**config.mk**
```make
export PLATFORM = sky130hd
export DESIGN_NAME = trap_ctrl
export DESIGN_NICKNAME = d
export VERILOG_FILES = /design/src/rtl/trap_ctrl.sv
export SDC_FILE = /design/constraint.sdc
export NUM_CORES = 1
export LEC_CHECK = 0
export ABC_AREA = 1
export BUFFER_PORTS_ARGS = -buffer_cell sky130_fd_sc_hd__buf_4
export CAP_MARGIN = 20
export CORE_MARGIN = 3
export CORE_UTILIZATION = 42
export CTS_CLUSTER_SIZE = 40
export DETAILED_ROUTE_END_ITERATION = 10
export HOLD_SLACK_MARGIN = 0.12
export PLACE_DENSITY = 0.77
export SYNTH_ARGS = -nofsm -noshare
export SYNTH_HDL_FRONTEND = slang
export SYNTH_SLANG_ARGS = --single-unit
```
**constraint.sdc**
```tcl
create_clock -name clk -period 2.75 [get_ports clk]
set_clock_uncertainty 0.1 [all_clocks]
set_input_delay 0.4125 -clock clk [delete_from_list [all_inputs] [get_ports clk]]
set_output_delay 0.4125 -clock clk [all_outputs]
set_load 0.005 [all_outputs]
```
**src/rtl/trap_ctrl.sv**
```systemverilog
// trap_ctrl: machine-mode trap/mret sequencer.
// Accepts one interrupt, exception or mret while idle, then issues the
// required CSR writes one per cycle and offers a redirect to fetch that
// holds until it is accepted.
module trap_ctrl #(
   parameter int XLEN = 32
) (
   input  logic            clk,
   input  logic            rst,
   input  logic            irq_req,
   input  logic            illegal_req,
   input  logic            ecall_req,
   input  logic            mret_req,
   input  logic [XLEN-1:0] cur_pc,
   input  logic [XLEN-1:0] mstatus_in,
   input  logic [XLEN-1:0] mtvec_in,
   input  logic [XLEN-1:0] mepc_in,
   output logic            csr_wen,
   output logic [11:0]     csr_waddr,
   output logic [XLEN-1:0] csr_wdata,
   output logic            busy,
   output logic            redirect_valid,
   output logic [XLEN-1:0] redirect_pc,
   input  logic            redirect_ready
);

   typedef enum logic [2:0] {
      IDLE, W_EPC, W_CAUSE, W_STATUS, W_RET, REDIRECT
   } state_t;

   localparam logic [11:0] CSR_MSTATUS = 12'h300;
   localparam logic [11:0] CSR_MEPC    = 12'h341;
   localparam logic [11:0] CSR_MCAUSE  = 12'h342;

   // Interrupt causes carry the MSB set; the low bits are the cause code.
   localparam logic [XLEN-1:0] CAUSE_IRQ     = {1'b1, {(XLEN-1){1'b0}}} | XLEN'(7);
   localparam logic [XLEN-1:0] CAUSE_ILLEGAL = XLEN'(2);
   localparam logic [XLEN-1:0] CAUSE_ECALL   = XLEN'(11);

   state_t          state, state_nxt;
   logic [XLEN-1:0] epc_q, cause_q, cause_nxt;
   logic            take_trap, take_mret;
   logic [XLEN-1:0] status_trap, status_ret;

   // The vector base is word aligned, so its mode bits are deliberately dropped.
   logic unused_mtvec_mode;
   assign unused_mtvec_mode = ^mtvec_in[1:0];

   // State register.
   // NOTE: sequential state uses non-blocking assignments so every flop
   // samples the pre-edge value regardless of block ordering.
   always_ff @(posedge clk or negedge rst) begin
      if (!rst) state <= IDLE;
      else      state <= state_nxt;
   end

   // Next-state logic with request arbitration; requests only matter in IDLE.
   // NOTE: every signal driven here gets a default first, so no path leaves
   // it unassigned and no latch is inferred.
   always_comb begin
      state_nxt = state;
      take_trap = 1'b0;
      take_mret = 1'b0;
      cause_nxt = '0;
      case (state)
         IDLE: begin
            if (irq_req && mstatus_in[3]) begin
               take_trap = 1'b1;
               cause_nxt = CAUSE_IRQ;
            end else if (illegal_req) begin
               take_trap = 1'b1;
               cause_nxt = CAUSE_ILLEGAL;
            end else if (ecall_req) begin
               take_trap = 1'b1;
               cause_nxt = CAUSE_ECALL;
            end else if (mret_req) begin
               take_mret = 1'b1;
            end
            if (take_trap)      state_nxt = W_EPC;
            else if (take_mret) state_nxt = W_RET;
         end
         W_EPC:    state_nxt = W_CAUSE;
         W_CAUSE:  state_nxt = W_STATUS;
         W_STATUS: state_nxt = REDIRECT;
         W_RET:    state_nxt = REDIRECT;
         REDIRECT: if (redirect_ready) state_nxt = IDLE;
         default:  state_nxt = IDLE;
      endcase
   end

   // Trap context and redirect target capture; the target is latched on the
   // edge into REDIRECT so it cannot move while it is being offered.
   always_ff @(posedge clk or negedge rst) begin
      if (!rst) begin
         epc_q       <= '0;
         cause_q     <= '0;
         redirect_pc <= '0;
      end else begin
         if (take_trap) begin
            epc_q   <= cur_pc;
            cause_q <= cause_nxt;
         end
         if (state == W_STATUS)   redirect_pc <= {mtvec_in[XLEN-1:2], 2'b00};
         else if (state == W_RET) redirect_pc <= mepc_in;
      end
   end

   // Moore outputs: status update values and the per-state CSR write.
   always_comb begin
      status_trap        = mstatus_in;
      status_trap[7]     = mstatus_in[3];
      status_trap[3]     = 1'b0;
      status_trap[12:11] = 2'b11;

      status_ret         = mstatus_in;
      status_ret[3]      = mstatus_in[7];
      status_ret[7]      = 1'b1;
      status_ret[12:11]  = 2'b11;

      busy           = (state != IDLE);
      redirect_valid = (state == REDIRECT);
      csr_wen        = 1'b0;
      csr_waddr      = '0;
      csr_wdata      = '0;
      case (state)
         W_EPC: begin
            csr_wen   = 1'b1;
            csr_waddr = CSR_MEPC;
            csr_wdata = epc_q;
         end
         W_CAUSE: begin
            csr_wen   = 1'b1;
            csr_waddr = CSR_MCAUSE;
            csr_wdata = cause_q;
         end
         W_STATUS: begin
            csr_wen   = 1'b1;
            csr_waddr = CSR_MSTATUS;
            csr_wdata = status_trap;
         end
         W_RET: begin
            csr_wen   = 1'b1;
            csr_waddr = CSR_MSTATUS;
            csr_wdata = status_ret;
         end
         default: ;
      endcase
   end

endmodule

```
==> results of run 1 <==
registers in the layout, indices dropped and copies added, names as in the netlist:
register     flops
cause_q          4
state            3
redirect_pc     32
epc_q           32
through the flow:
step | hold slack (ns) | total power, mW | worst slack [ns] | instances | area, µm²
after global routing | 0.158 | 5.95 | 0.0831 | 802 | 5350
after floorplan | 0.0169 | 3.41 | 1.03 | 511 | 3680
after global placement | 0.337 | 4.62 | 0.529 | 788 | 5160
final | 0.102 | 5.44 | 0.277 | 802 | 5350
after detailed placement | 0.342 | 4.71 | 0.477 | 788 | 5160
after CTS | 0.129 | 5.50 | 0.0901 | 802 | 5340
area by class of cell:
cell class | instances | area (µm²)
multi-input combinational | 363 | 1540
tap | 105 | 131
inverter | 42 | 158
sequential | 71 | 1780
clock buffer | 14 | 183
timing repair buffer | 207 | 1550
fill | 731 | 3000
worst register-to-register path: cells and delay by family, from the launching register on:
kind	cells	cell delay, ns
and+or+nand+nor	4	0.94
DFF	1	0.45
buffers and inverters	1	0.37
AOI/OAI and AO/OA	1	0.18
how the worst max path moves through the flow:
| stage | startpoint | to | slack [ns] | depth (start not counted) |
|---|---|---|---|---|
| floorplan | state[2]$_DFFE_PN0P_ | csr_wdata[10] | 1.03 | 8 |
| global placement | state[1]$_DFFE_PN0P_ | csr_wdata[1] | 0.53 | 6 |
| detailed placement | state[1]$_DFFE_PN0P_ | csr_wdata[1] | 0.48 | 6 |
| CTS | state[1]$_DFFE_PN0P_ | csr_wdata[1] | 0.09 | 6 |
| global route | state[1]$_DFFE_PN0P_ | csr_wdata[1] | 0.08 | 6 |
| finish | state[1]$_DFFE_PN0P_ | csr_wdata[1] | 0.28 | 6 |
layout by cell type, fill, tap and decap left out:
cell type / instances
inv_1: 39
nor2_4: 1
nor3_4: 1
nand3b_1: 1
clkbuf_1: 1
nand3_1: 14
nand4_1: 1
nor2_1: 2
conb_1: 7
nor3_1: 1
nand2_2: 1
nand2_1: 299
o21ai_2: 1
inv_2: 3
buf_4: 207
nand2_4: 1
o211ai_1: 31
dfrtp_1: 71
clkbuf_8: 13
o21ai_0: 1
nor2_2: 1
metal layers:
metal  GRT usage, %  part of all wire, %
met2           37.6                   50
met1           23.7                   38
met4           5.15                  1.3
met3           8.49                   11
met5              0                    0
where the power goes:
group          internal, mW  switching [mW]  leakage (nW)
Sequential             1.51           0.277         0.894
Combinational          1.30            1.58          2.26
Clock                 0.418           0.353        0.0946
logic make-up (layout without fill, tap and decap cells):
kind of cell	count (synthesis)	in the layout	share of synthesized area, %
AO/OA/AOI/OAI	33	33	6.63
other	1	7	0.103
flip-flops	71	71	48.6
buffers and inverters	77	263	10.4
AND/OR/NAND/NOR	323	323	34.3
==> impl_metrics.yaml, run 1 <==
pwr:
  peakVddDrop_uv: 500
  p_leak_nw: 3.24
  p_per_area_mw_per_mm2: 1020
clock_tree:
  insertion_delay_ns: 0.33
  cts_setup_buffers: 0
  cts_buffers: 9
  path_clk_slew_ns: 0.07
  cts_root_buf: "clkbuf_8"
  clk_path_buf_depth: 2
  cts_sinks: 71
  cts_hold_buf: 0
  cts_tree: "yes"
  htreeDepth: 3
  ctsResizeCount: 0
run_status:
  outcome: "completed"
cells_and_area:
  fin_nets: 829
  fin_util_pct: 64.1
  syn_to_final_growth_pct: 46.1
  num_antenna_cells: 0
  drive_gt1_share_pct: 32.9
setup_path:
  cp_max_fo: 31
  crit_chain: "nor2_1, nand2_1, nand2_4, nand2_1, o211ai_1, buf_4"
  slowest_stage: "dfrtp_1"
  setup.worst_path.end_class: "output pin"
  crit_buf_inv: 1
  reg2reg_depth: 6
  cp.arrival_ns: 1.96
  crit_path_start_kind: "flop"
  path_delay_family: "simple AND/OR/NAND/NOR gates"
  crit_top_cell: "nand2_1"
  crit_path_max_incr_delay_ns: 0.45
  cp_data_required_time_ns: 2.24
  r2r_start: "state[1]$_DFFE_PN0P_"
  worstSetupPathType: "flop to output pin"
  rr_endpoint: "redirect_pc[15]$_DFFE_PN0N_"
  rrSetupSlack_ns: 0.65
routing:
  finalWirelength_um: 10500
  post-route-drc-count: 0
  ant_nets: 0
  firstDrtPassIters: 4
  vias_per_cell: 4.74
  drt_iter0_markers: 141
  num_vias: 3805
  post_drt_wl_per_cell_um: 13.1
synthesis:
  synthFlopType: "dfrtp_1"
  synth-seq-cells: 71
  synthArstFlopShare_pct: 100
  yosysTopAreaCell: "dfrtp_1"
  ys_seq_area_share_pct: 48.6
  netlist_area_mm2: 0.00366
  synth_top_area_share_pct: 48.6
  synth_warnings: 0
  synth_area_per_cell_um2: 7.24
  syn_inst: 505
  synth_area_leaders: "dfrtp_1 49%, nand2_1 31%, o211ai_1 6.4%"
  synth_common_cells: "300 x nand2_1, 71 x dfrtp_1, 39 x inv_1"
  synth_edf_count: 0
  synth_most_common_cell: "nand2_1"
  synth_cell_types: 21
floorplanning:
  die_h_um: 99.3
  rows: 33
  die-area_mm2: 0.00987
  fp.coreArea_mm2: 0.00834
  io_pins: 214
  die_w_um: 99.3
  start_util_pct: 43.9
min_path:
  hp-class: "input pin to asynchronous set/reset pin"
global_routing:
  antenna_found_initial: 0
  grt_pass1_wl_um: 16900
  grtUsageTotal_pct: 21.2
  grt_pass1_vias: 3745
  grt_max_degree: 72
  grt_overflow: 0
sta:
  fin_crit_sh_pct: 89.9
  slew_violations: 0
  fin_crit_ns: 2.47
  tns_ns: 0
  worstMarginPinSlew_ns: 0.873
  clock.fmax_mhz: 404
  relSlewSlack_pct: 41.8
  hold_viol: 0
  rsz0062_at_grt: "false"
  setup_viol: 0
run:
  cap_violations: 0
placed_design:
  io_buffers: 202
  dp_hpwl_um: 7760
  place_congestion: 0.823
Note: power is estimated with default switching activity, not from simulation.
==> run 2: changes to the inputs <==
- CORE_UTILIZATION: 42 -> 47
- PLACE_DENSITY: 0.77 -> 0.85
==> impl_metrics.yaml, run 2 (synthesized netlist as in run 1, its figures left out) <==
routing:
  vias_per_cell: 4.74
  post_drt_wl_per_cell_um: 13.3
  finalWirelength_um: 10600
  firstDrtPassIters: 4
  num_vias: 3791
  drt_iter0_markers: 123
  ant_nets: 0
  post-route-drc-count: 0
clock_tree:
  path_clk_slew_ns: 0.07
  cts_root_buf: "clkbuf_8"
  cts_tree: "yes"
  insertion_delay_ns: 0.32
  htreeDepth: 3
  cts_sinks: 71
  clk_path_buf_depth: 2
  cts_setup_buffers: 0
  cts_buffers: 9
cells_and_area:
  drive_gt1_share_pct: 33.3
  final.fill_count: 603
  syn_to_final_growth_pct: 45.8
  fin_nets: 831
  num_antenna_cells: 0
  final_common_cell: "nand2_1"
  design_area_mm2: 0.00533
  layout_common_cells: "299 x nand2_1, 209 x buf_4, 71 x dfrtp_1"
  top_regs: "epc_q: 32 flops, redirect_pc: 32 flops, cause_q: 4 flops"
global_routing:
  grt_pass1_vias: 3588
  grt_max_degree: 72
  grt_overflow: 0
  grtUsageTotal_pct: 23.6
  antenna_found_initial: 0
  grt_pass1_wl_um: 16700
sta:
  fin_crit_sh_pct: 92.4
  setup_viol: 0
  hold_viol: 0
  setup_ws_ns: 0.210
  relSlewSlack_pct: 41.3
  rsz0062_at_grt: "false"
  clock.fmax_mhz: 394
  worstMarginPinSlew_ns: 0.880
  slew_violations: 0
  fin_crit_ns: 2.54
  tns_ns: 0
pwr:
  peakVddDrop_uv: 557
  p_per_area_mw_per_mm2: 1010
  p_leak_nw: 3.25
setup_path:
  cp.arrival_ns: 2.03
  cp_data_required_time_ns: 2.24
  worstSetupPathType: "flop to output pin"
  r2r_start: "state[0]$_DFFE_PN0P_"
  setup.worst_path.end_class: "output pin"
  rr_endpoint: "epc_q[1]$_DFFE_PN0P_"
  reg2reg_depth: 7
  crit_path_start_kind: "flop"
  rrSetupSlack_ns: 0.74
  cp_max_fo: 18
placed_design:
  place_area_mm2: 0.00516
  place_congestion: 0.813
  dp_slack_ns: 0.463
  dp_hpwl_um: 7920
  io_buffers: 202
floorplanning:
  rows: 31
  io_pins: 214
  start_util_pct: 49.4
  die_h_um: 94.2
  die-area_mm2: 0.00888
  die_w_um: 94.2
  fp.coreArea_mm2: 0.00741
run:
  cap_violations: 0
min_path:
  hp-class: "input pin to asynchronous set/reset pin"
run_status:
  outcome: "completed"
==> run 2: worst max-delay path, stage by stage (launching register included) <==
cell and delay [ns]:
dfrtp_1 0.45, nor2_1 0.34, nand2_1 0.18, nand2_4 0.25, buf_4 0.22, nand2_1 0.08
nand2_1 0.08, buf_4 0.11
==> run 2: worst max-delay path by stage <==
stage | from | to | slack [ns] | cells past startpoint
after floorplan | state[2]$_DFFE_PN0P_ | csr_wdata[10] | 1.03 | 8
after global placement | state[1]$_DFFE_PN0P_ | csr_wdata[26] | 0.58 | 7
after detailed placement | state[1]$_DFFE_PN0P_ | csr_wdata[30] | 0.46 | 7
after CTS | state[0]$_DFFE_PN0P_ | csr_wdata[30] | 0.10 | 7
after global routing | state[1]$_DFFE_PN0P_ | csr_wdata[30] | 0.08 | 7
final | state[0]$_DFFE_PN0P_ | csr_wdata[30] | 0.21 | 7
==> run 2: cell type report <==
| cell class | instances | area, µm² | share of cell area [%] |
|---|---|---|---|
| Sequential cell | 71 | 1780 | 33.3 |
| Inverter | 42 | 158 | 2.96 |
| Multi-Input combinational cell | 363 | 1540 | 28.9 |
| Timing Repair Buffer | 209 | 1570 | 29.4 |
| Clock buffer | 10 | 138 | 2.58 |
| Tap cell | 99 | 124 | 2.32 |
| Clock inverter | 5 | 25.0 | 0.469 |
==> run 2: what timing repair did <==
action,in CTS,in global routing
hold buffers,0,0
endpoints found under the setup margin,0,9
resized for setup,0,1
hold endpoints to repair,0,0
==> run 2: where the power goes <==
group	switching (mW)	internal, mW
clock	0.359	0.339
sequential	0.276	1.51
combinational	1.59	1.32
==> run 2: per-layer routing <==
metal / wire length, µm / GRT usage (%)
met2: 5150 / 40.0
met5: 0 / 0
met1: 4260 / 29.5
met4: 136 / 6.74
met3: 1070 / 6.41
==> run 2: per-stage QoR <==
step                      util [%]  hold slack, ns  cells  total power, mW
after floorplan                  -          0.0169    511             3.41
after global placement        69.7           0.335    784             4.63
after detailed placement      69.7           0.352    784             4.74
after CTS                     71.9           0.154    799             5.45
after global routing          72.0           0.171    799             5.90
final                         72.0           0.114    799             5.40
==> run 3: changes to the inputs <==
- ABC_AREA: 1 -> not set
- PLACE_DENSITY: 0.85 -> 0.86
==> impl_metrics.yaml, run 3 <==
global_routing:
  grtUsageTotal_pct: 23.1
  grt_max_degree: 72
  grt_pass1_vias: 3463
  antenna_found_initial: 0
  grt_pass1_wl_um: 16000
  grt_overflow: 0
synthesis:
  synth_edf_count: 0
  synth_top_family_by_area: "compound AO/OA/AOI/OAI gates"
  synth.area.mux_share_pct: 12.3
  synth_area_per_cell_um2: 10.5
  synth-seq-cells: 71
  synth_top_area_share_pct: 49.2
  netlist_area_mm2: 0.00361
  synthAdderAreaFrac_pct: 0
  synth_warnings: 0
  synth_most_common_cell: "dfrtp_1"
  synth_xor_area_share_pct: 0.485
  synthArstFlopShare_pct: 100
  synth_compound_area_share_pct: 15.7
  synth-simple-area-share_pct: 15.6
  synth_cell_types: 39
  synth_common_cells: "71 x dfrtp_1, 64 x nand2_1, 32 x nor2_1"
  synthFlopType: "dfrtp_1"
  synth_area_leaders: "dfrtp_1 49%, nand2_1 6.7%, mux2_1 6.2%"
  yosysTopAreaCell: "dfrtp_1"
  ys_seq_area_share_pct: 49.2
  syn_inst: 345
clock_tree:
  cts_buffers: 9
  ctsResizeCount: 0
  cts_setup_buffers: 0
  path_clk_slew_ns: 0.08
  cts_hold_buf: 0
  htreeDepth: 3
  cts_sinks: 71
  cts_root_buf: "clkbuf_8"
  cts_tree: "yes"
  insertion_delay_ns: 0.33
  clk_path_buf_depth: 2
setup_path:
  setup.worst_path.end_class: "output pin"
  path_delay_family: "simple AND/OR/NAND/NOR gates"
  startpoint: "state[1]$_DFFE_PN0P_"
  rr_endpoint: "epc_q[17]$_DFFE_PN0P_"
  cp.arrival_ns: 1.92
  crit_path_start_kind: "flop"
  worstSetupPathType: "flop to output pin"
  r2r_start: "state[0]$_DFFE_PN0P_"
  reg2reg_depth: 6
  cp_data_required_time_ns: 2.24
  crit_path_max_incr_delay_ns: 0.54
  crit_path_end: "csr_wdata[19]"
  crit_buf_inv: 1
  rrSetupSlack_ns: 0.72
  slowest_stage: "dfrtp_1"
  crit_cells: 4
  cp_max_fo: 26
  crit_chain: "or3b_1, nand2_8, a22o_1, buf_4"
routing:
  ant_nets: 0
  drt_iter0_markers: 118
  post_drt_wl_per_cell_um: 15.9
  vias_per_cell: 5.27
  firstDrtPassIters: 4
  finalWirelength_um: 10200
  num_vias: 3385
  post-route-drc-count: 0
cells_and_area:
  fin_util_pct: 73.0
  syn_to_final_growth_pct: 48.9
  fin_nets: 673
  top_regs: "epc_q: 32 flops, redirect_pc: 32 flops, cause_q: 4 flops"
  num_antenna_cells: 0
  final_common_cell: "buf_4"
  final.fill_count: 519
  instances_no_fill: 642
  layout_common_cells: "209 x buf_4, 71 x dfrtp_1, 64 x nand2_1"
  drive_gt1_share_pct: 45.9
floorplanning:
  start_util_pct: 49.0
  die-area_mm2: 0.00877
  die_h_um: 93.6
  fp.coreArea_mm2: 0.00737
  rows: 31
  io_pins: 214
  die_w_um: 93.6
sta:
  relSlewSlack_pct: 41.9
  worstMarginPinSlew_ns: 0.871
  setup_viol: 0
  rsz0062_at_grt: "false"
  slew_violations: 0
  tns_ns: 0
  clock.fmax_mhz: 411
  fin_crit_sh_pct: 88.5
  hold_viol: 0
  fin_crit_ns: 2.43
pwr:
  p_per_area_mw_per_mm2: 1150
  p_leak_nw: 2.69
  peakVddDrop_uv: 699
min_path:
  hp-class: "input pin to asynchronous set/reset pin"
placed_design:
  io_buffers: 202
  place_congestion: 0.807
  dp_hpwl_um: 7590
  numPlacedInstances: 626
run_status:
  outcome: "completed"
run:
  cap_violations: 0
run 3: per-stage QoR:
| stage | setup WS (ns) | hold slack [ns] | total power [mW] | area [µm²] |
|---|---|---|---|---|
| after detailed placement | 0.651 | 0.363 | 5.20 | 5120 |
| after global placement | 0.671 | 0.357 | 5.06 | 5120 |
| final | 0.317 | 0.0980 | 6.19 | 5380 |
| after global routing | 0.227 | 0.180 | 6.65 | 5380 |
| after floorplan | 0.843 | 0.0169 | 3.73 | 3630 |
| after CTS | 0.282 | 0.128 | 6.26 | 5380 |
run 3: how the worst min path moves through the flow:
stage	start	endpoint	slack, ns	cells past startpoint
2_1_floorplan	rst	cause_q[0]$_DFFE_PN0P_	0.02	0
3_3_place_gp	cause_q[1]$_DFFE_PN0P_	cause_q[1]$_DFFE_PN0P_	0.36	1
3_5_place_dp	cause_q[1]$_DFFE_PN0P_	cause_q[1]$_DFFE_PN0P_	0.36	1
4_1_cts	rst	redirect_pc[11]$_DFFE_PN0N_	0.13	1
5_1_grt	rst	redirect_pc[11]$_DFFE_PN0N_	0.18	1
6_report	rst	redirect_pc[11]$_DFFE_PN0N_	0.1	1
run 3: cell type report:
| class | instances | area, µm² | share of cell area [%] |
|---|---|---|---|
| inverter | 1 | 3.75 | 0.0698 |
| tap | 99 | 124 | 2.30 |
| clock buffer | 11 | 151 | 2.82 |
| sequential | 71 | 1780 | 33.0 |
| clock inverter | 5 | 104 | 1.93 |
| timing repair buffer | 210 | 1590 | 29.6 |
| multi-input combinational | 245 | 1630 | 30.3 |
run 3: routing by layer:
layer  track usage (%)  wire [µm]  vias to the layer above  part of all wire (%)
li1                  -          -                     1586                     -
met1              26.1       3740                     1615                    37
met2              40.7       5210                      173                    51
met4              7.34        131                        0                   1.3
met3              8.05       1110                       11                    11
met5                 0          0                        -                     0
run 3: kinds of logic (layout without fill, tap and decap cells):
family	count (synthesis)	in the layout
compound gates	81	81
xor+xnor	2	2
buf+inv	35	227
flops	71	71
mux	37	37
other cells	1	7
simple gates	118	118
run 3: report_power, final:
group	internal (mW)	leakage, nW	switching (mW)
combinational	1.79	1.72	1.44
clock	0.653	0.130	0.383
sequential	1.59	0.834	0.336
